$ cat src/rtl/bp_resolve_queue.sv
// In-order queue that pairs fetch-time branch predictions with execute-time outcomes
// and drives the predictor update port; BPQ_STATS_EN adds saturating branch/mispredict counters.
module bp_resolve_queue #(
    parameter int DEPTH = 8,
    parameter int PTR_W = 3
) (
    input  logic             clk,
    input  logic             rst_n,
    input  logic             push_valid,
    input  logic             push_predict,
    output logic             push_ready,
    input  logic             resolve_valid,
    input  logic             resolve_taken,
    input  logic             flush,
    output logic             renew_valid,
    output logic             last_predict,
    output logic             renew_result,
    output logic             mispredict,
    output logic [PTR_W:0]   count,
    output logic             underflow_err
`ifdef BPQ_STATS_EN
    ,
    output logic [15:0]      stat_branches,
    output logic [15:0]      stat_mispredicts
`endif
);

    localparam logic [PTR_W:0] FULL_CNT = (PTR_W + 1)'(DEPTH);

    logic [DEPTH-1:0] mem_q, mem_d;
    logic [PTR_W-1:0] wp_q, wp_d, rp_q, rp_d;
    logic [PTR_W:0]   count_q, count_d;
    logic             renew_valid_q, renew_valid_d;
    logic             last_predict_q, last_predict_d;
    logic             renew_result_q, renew_result_d;
    logic             mispredict_q, mispredict_d;
    logic             underflow_q, underflow_d;
    logic             push_acc, pop_acc, pop_bit;

    assign push_ready = (count_q != FULL_CNT);
    assign push_acc   = push_valid && push_ready && !flush;
    assign pop_acc    = resolve_valid && (count_q != '0) && !flush;
    assign pop_bit    = mem_q[rp_q];

    always_comb begin
        mem_d          = mem_q;
        wp_d           = wp_q;
        rp_d           = rp_q;
        count_d        = count_q;
        renew_valid_d  = pop_acc;
        last_predict_d = last_predict_q;
        renew_result_d = renew_result_q;
        mispredict_d   = 1'b0;
        underflow_d    = underflow_q;

        if (resolve_valid && (count_q == '0) && !flush) begin
            underflow_d = 1'b1;
        end

        if (push_acc) begin
            mem_d[wp_q] = push_predict;
            wp_d        = wp_q + PTR_W'(1);
        end

        // Update payload only moves on an accepted resolve; it holds otherwise.
        if (pop_acc) begin
            rp_d           = rp_q + PTR_W'(1);
            last_predict_d = pop_bit;
            renew_result_d = resolve_taken;
            mispredict_d   = (pop_bit != resolve_taken);
        end

        case ({push_acc, pop_acc})
            2'b10:   count_d = count_q + (PTR_W + 1)'(1);
            2'b01:   count_d = count_q - (PTR_W + 1)'(1);
            default: count_d = count_q;
        endcase

        // Flush wins over everything except the sticky underflow flag.
        if (flush) begin
            wp_d    = '0;
            rp_d    = '0;
            count_d = '0;
        end
    end

    always_ff @(posedge clk or negedge rst_n) begin
        if (!rst_n) begin
            mem_q          <= '0;
            wp_q           <= '0;
            rp_q           <= '0;
            count_q        <= '0;
            renew_valid_q  <= 1'b0;
            last_predict_q <= 1'b0;
            renew_result_q <= 1'b0;
            mispredict_q   <= 1'b0;
            underflow_q    <= 1'b0;
        end else begin
            mem_q          <= mem_d;
            wp_q           <= wp_d;
            rp_q           <= rp_d;
            count_q        <= count_d;
            renew_valid_q  <= renew_valid_d;
            last_predict_q <= last_predict_d;
            renew_result_q <= renew_result_d;
            mispredict_q   <= mispredict_d;
            underflow_q    <= underflow_d;
        end
    end

    assign renew_valid   = renew_valid_q;
    assign last_predict  = last_predict_q;
    assign renew_result  = renew_result_q;
    assign mispredict    = mispredict_q;
    assign count         = count_q;
    assign underflow_err = underflow_q;

`ifdef BPQ_STATS_EN
    logic [15:0] stat_branches_q, stat_branches_d;
    logic [15:0] stat_mispredicts_q, stat_mispredicts_d;

    always_comb begin
        stat_branches_d    = stat_branches_q;
        stat_mispredicts_d = stat_mispredicts_q;
        if (renew_valid_q && (stat_branches_q != 16'hFFFF)) begin
            stat_branches_d = stat_branches_q + 16'd1;
        end
        if (mispredict_q && (stat_mispredicts_q != 16'hFFFF)) begin
            stat_mispredicts_d = stat_mispredicts_q + 16'd1;
        end
    end

    always_ff @(posedge clk or negedge rst_n) begin
        if (!rst_n) begin
            stat_branches_q    <= 16'd0;
            stat_mispredicts_q <= 16'd0;
        end else begin
            stat_branches_q    <= stat_branches_d;
            stat_mispredicts_q <= stat_mispredicts_d;
        end
    end

    assign stat_branches    = stat_branches_q;
    assign stat_mispredicts = stat_mispredicts_q;
`endif

endmodule

$ cat config.mk
export PLATFORM = sky130hd
export DESIGN_NAME = bp_resolve_queue
export DESIGN_NICKNAME = d
export VERILOG_FILES = /design/src/rtl/bp_resolve_queue.sv
export SDC_FILE = /design/constraint.sdc
export NUM_CORES = 1
export LEC_CHECK = 0
export CAP_MARGIN = 25
export CORE_MARGIN = 5
export CORE_UTILIZATION = 45
export CTS_BUF_LIST = sky130_fd_sc_hd__clkbuf_4 sky130_fd_sc_hd__clkbuf_8
export CTS_CLUSTER_DIAMETER = 150
export CTS_CLUSTER_SIZE = 28
export DETAILED_ROUTE_END_ITERATION = 16
export GPL_TIMING_DRIVEN = 0
export PLACE_DENSITY = 0.69
export SLEW_MARGIN = 40
export SYNTH_ARGS = -nofsm -noshare
export SYNTH_HDL_FRONTEND = slang
export SYNTH_SLANG_ARGS = --single-unit
$ cat constraint.sdc
create_clock -name clk -period 2.3 [get_ports clk]
set_clock_uncertainty 0.1 [all_clocks]
set_input_delay 0.46 -clock clk [delete_from_list [all_inputs] [get_ports clk]]
set_output_delay 0.46 -clock clk [all_outputs]
set_load 0.05 [all_outputs]
# Yosys cells after proc, flatten, opt, wreduce, memory -nomap -nowiden
# Index checks and enable logic that the tools add are counted.
dict set report word_totals {
  register_bits 23
}
dict set report classes {
  n_addsub 4
  order_cmp 3
  eq_ne 4
  muxes 12
  n_reduce_logical 13
}
# operator count
set ops {}
lappend ops {{two-way mux 3 bit} 4}
lappend ops {{bitwise mux 8 bit} 1}
lappend ops {{< comparator 3 x 4 -> 1 bit, second input constant} 2}
lappend ops {{case mux 4 bit (2 select lines)} 1}
lappend ops {{logical AND 1 bit} 7}
lappend ops {{adder 3 x 1 -> 3 bit, second input constant} 2}
lappend ops {{adder 4 x 1 -> 4 bit, second input constant} 1}
lappend ops {{logical NOT 4 bit} 1}
lappend ops {{two-way mux 4 bit} 1}
lappend ops {{!= test 4 bit, second input constant} 1}
lappend ops {{nonzero test 2 bit} 2}
lappend ops {{nonzero test 4 bit} 1}
lappend ops {{subtractor 4 x 1 -> 4 bit, second input constant} 1}
lappend ops {{binary-select mux 1 bit (select 3 bit)} 1}
lappend ops {{demux 1 bit (select 3 bit)} 1}
lappend ops {{greater-or-equal comparator 3 x 1 -> 1 bit, second input constant} 1}
lappend ops {{two-way mux 1 bit} 3}
lappend ops {{nonzero test 3 bit} 1}
lappend ops {{== test 2 x 1 -> 1 bit, second input constant} 1}
lappend ops {{== test 2 bit, second input constant} 1}
lappend ops {{logical NOT 1 bit} 1}
lappend ops {{!= test 1 bit} 1}

# Depth between registers and ports, before layout
dict set report logic_depth {
  depth_word 6
  ltp_mapped 10
}

# Least setup slack after synthesis
# Ideal clock, no wire load.
dict set report synth_path {
  path_kind {register to register}
  startpoint {register count_q[1] (netlist: count[1])}
  endpoint {register count_q[3] (netlist: count[3])}
  setup_time_ns 0.111
  arrival_ns 2.567
  required_time_ns 2.089
  setup_slack_ns -0.478
  stages_incl_launch_ff 9
  path_buffers 1
  period_less_slack_ns 2.778
  path_cell_list {dfrtp_1 -> or4b_4 -> and2_4 -> buf_6 -> nor2_8 -> ha_1 -> a21oi_1 -> a21oi_1 -> a2111oi_2}
}
dict set report synth_via {
  elab_chain_cells 6
  elab_cells_between_ends 13
  cone_classes {add/sub: 2; eq/ne: 3; mux: 2; reduce/logical: 6}
}
# element line_no
set synth_lines {}
lappend synth_lines {{from (decl)} 32} ;# logic [PTR_W:0] count_q, count_d;
lappend synth_lines {{from (signal assigned)} 102} ;# count_q <= count_d;
lappend synth_lines {{!= test 4 bit (*)} 40} ;# assign push_ready = (count_q != FULL_CNT);
lappend synth_lines {{net push_ready} 11} ;# output logic push_ready,
lappend synth_lines {{logical AND 1 bit (*) (2 in a row)} 41} ;# assign push_acc = push_valid && push_ready && !flush;
lappend synth_lines {{== test 2 x 1 -> 1 bit or == test 2 bit (tied branches)} 73} ;# case ({push_acc, pop_acc})
lappend synth_lines {{case mux 4 bit (2 select lines)} 73}
lappend synth_lines {{two-way mux 4 bit} 80} ;# if (flush) begin
# The timed path passes the listed nets; every way through them passes the cells marked *.
# A chain may end at the register's enable or synchronous reset.

# Worst setup path in the final report
dict set report layout_path {
  startpoint {register count_q[2] (netlist: count[2])}
  endpoint {output port push_ready}
}
dict set report layout_via {
  elab_chain_cells 1
}
# element line_no
set layout_lines {}
lappend layout_lines {{!= test 4 bit} 40}
lappend layout_lines {{to (decl)} 11}
# No other way between the ends.

==> flow_summary.yaml <==
outcome:
  status: "complete, no violations"
worst_setup_path:
  worstReg2RegStart: "count[2]"
  r2r-end: "count[2]"
  cpPeakStageDelay_ns: 0.55
  worstSetupPathType: "reg2out"
  startpoint: "count[2]"
  worstPathCellList: "or4b_4 > dlygate4sd2_1"
  crit_path_end_kind: "output port"
  cp_max_fo: 3
  rrSetupSlack_ns: 0.06
  crit_path_top_delay_cell: "or4b_4"
  reg2reg_depth: 10
  worstPathRequired_ns: 1.74
  critPathBufInv: 1
  critical_path.startpoint_type: "flip-flop"
  arrival_ns: 1.73
  cp_top_family: "simple AND/OR/NAND/NOR gates"
detailed_routing:
  drt_iter0_drc: 19
  avgViaCountPerCell: 5.26
  post_drt_wl_per_cell_um: 14.7
  routed_wl_um: 2450
  drt-pass1-iter-count: 4
  ant_nets: 0
  via_count: 878
  drc_errors: 0
logic_synthesis:
  syn_avg_cell_area_um2: 11.5
  yosys_warnings: 0
  netlist_instances: 107
  yosysSeqAreaShare_pct: 46.8
  ys_seq_elements: 23
  synth_nets: 118
  yosysUniqueCellTypes: 32
  syn-cell-area_mm2: 0.00123
run:
  maxCapViolCount: 0
global_route:
  antenna_found_initial: 0
  grt_pass1_wl_um: 4340
  grt_start_max_net_pins: 24
  grt_pass1_vias: 925
  track_usage_pct: 13.7
  gr-total-overflow: 0
sta:
  period_minus_slack_ns: 2.29
  relSlewSlack_pct: 65.1
  rsz0062_at_grt: "true"
  finalSetupViolCount: 0
  finalMaxSlewViolations: 0
  worstMarginPinSlew_ns: 0.520
  clock.fmax_mhz: 436
  post-route-period-util_pct: 99.8
  setup_tns_ns: 0
  final-hold-violation-count: 0
power_and_ir_drop:
  power.density_mw_per_mm2: 1110
  seqPwrFrac_pct: 34.1
  p_int_mw: 1.02
  leakagePower_nw: 0.703
  netSwitchingPower_mw: 0.718
  clkPwrFrac_pct: 11.7
  ir_drop_mv: 0.880
  combinationalPowerShare_pct: 54.2
  p_sw_share_pct: 41.3
die:
  start_util_pct: 45.8
  dieHeight_um: 62.3
  die_x_um: 62.3
  core_area_mm2: 0.00269
  ioPinCount: 17
  die_area_mm2: 0.00388
  rows: 19
hold_path:
  hp-class: "in2async"
cts:
  cts_tree: "built"
  cts_sinks: 23
  hold_buffers: 0
  clk-insertion-delay-late_ns: 0.31
  cts_buffers: 3
  clockBufferDepth: 2
  h-tree-depth: 1
  clkSlewWorstSetupHoldPaths_ns: 0.12
  cts_root_buf: "clkbuf_4"
place:
  routabilityCongestion: 0.758
  port_buffers: 16
  dp_hpwl_um: 1690
layout:
  insertedDiodeCount: 0
  nets: 148
  syn2layout_area_growth_pct: 27.8
  drive_gt1_share_pct: 27.9
  fillers: 233
  finalCoreUtilization_pct: 58.5
==> flip-flops by register name, summed over array words and instances, names as in the netlist <==
| name | cells |
|---|---|
| count | 4 |
| rp_q | 3 |
| wp_q | 3 |
| mispredict | 1 |
| renew_valid | 1 |
| underflow_err | 1 |
| last_predict | 1 |
| mem_q | 8 |
| renew_result | 1 |
==> area by class of cell <==
type	instances	area [µm²]	share of cell area [%]
well taps	31	38.8	2.47
inverters	1	3.75	0.239
plain buffers	3	11.3	0.717
flip-flops and latches	23	581	36.9
multi-input cells	79	678	43.2
repair buffers	26	229	14.6
clock buffers	4	30.0	1.91
==> power by group through the flow <==
stage / logic, mW / registers (mW) / clock network [mW]
after floorplan: 0.413 / 0.771 / 0
after detailed placement: 0.775 / 0.621 / 0
after global routing: 1.01 / 0.610 / 0.229
final: 0.942 / 0.594 / 0.203
after CTS: 0.930 / 0.592 / 0.209
after global placement: 0.764 / 0.618 / 0
==> cell usage after synthesis <==
cell type / number / share of area (%)
and4_1: 1 / 0.71
mux4_2: 2 / 3.7
o21ai_0: 1 / 0.41
nand3_1: 3 / 1.2
mux2i_1: 3 / 2.4
inv_1: 1 / 0.30
nor2_8: 1 / 1.6
clkbuf_1: 3 / 0.92
mux2_1: 4 / 3.7
xnor2_1: 3 / 2.1
nor3_1: 2 / 0.81
nor4_1: 1 / 0.51
xor2_1: 5 / 3.6
nand3b_1: 3 / 1.8
nand2_1: 12 / 3.7
nor2_1: 11 / 3.4
mux2_2: 4 / 3.7
buf_6: 1 / 0.92
maj3_1: 1 / 0.81
a21o_1: 2 / 1.2
and2_4: 1 / 0.71
ha_1: 4 / 4.1
dfrtp_1: 23 / 47
nor3b_1: 3 / 1.8
xnor2_4: 1 / 2.2
a21oi_1: 5 / 2.0
nand3b_2: 1 / 0.92
nor2b_1: 1 / 0.51
nand2_2: 1 / 0.51
or4_1: 1 / 0.61
a2111oi_2: 1 / 1.2
or4b_4: 1 / 1.1
==> per-layer routing <==
layer  track usage [%]  part of all wire (%)  vias to the layer above
met5                 0                     0                        -
met4              5.57                   1.7                        0
met3              2.52                   2.9                        5
met2              22.2                    50                       12
met1              18.0                    45                      432
li1                  -                     -                      429
==> worst max path at each step <==
stage | endpoint | cells past startpoint
CTS | push_ready | 2
global placement | count[3] | 8
finish | push_ready | 2
floorplan | count[3] | 8
global route | count[2] | 9
detailed placement | count[3] | 8
==> through the flow <==
stage / cell area, µm² / worst slack, ns / std cells / total power [mW] / hold slack, ns
after floorplan: 1250 / -0.266 / 107 / 1.18 / 0.0644
after global placement: 1450 / -0.293 / 154 / 1.38 / 0.343
after detailed placement: 1450 / -0.325 / 154 / 1.40 / 0.356
after CTS: 1560 / 0.00621 / 166 / 1.73 / 0.0141
after global routing: 1570 / -0.0585 / 167 / 1.85 / 0.0254
final: 1570 / 0.00555 / 167 / 1.74 / 0.00119
==> cell families after synthesis <==
kind of cell | Yosys count | share of synthesized area, %
buf+inv | 5 | 2.14
simple gates | 43 | 19.9
fa+ha+maj | 5 | 4.88
flops | 23 | 46.8
mux | 13 | 13.4
compound gates | 9 | 4.88
xor+xnor | 9 | 7.94
==> repair_timing <==
action | 4_1_cts | 5_1_grt
resized for setup | 5 | 3
gates cloned | 0 | 0
pin swaps | 5 | 4
setup endpoints to repair | 3 | 3
buffers inserted | 9 | 1
==> layout by cell type (no fill, tap or decap), drive strengths merged, types with 2 or more instances in the layout <==
master          n
clkbuf          7
nor3            2
mux2i           3
a21o            2
nand3b          4
buf            11
mux4            2
mux2            8
nor2           12
xor2            5
clkdlybuf4s50  14
xnor2           4
nand3           3
dfrtp          23
nor3b           3
ha              4
a21oi           5
nand2          13
(Power assumes the default switching activity.)
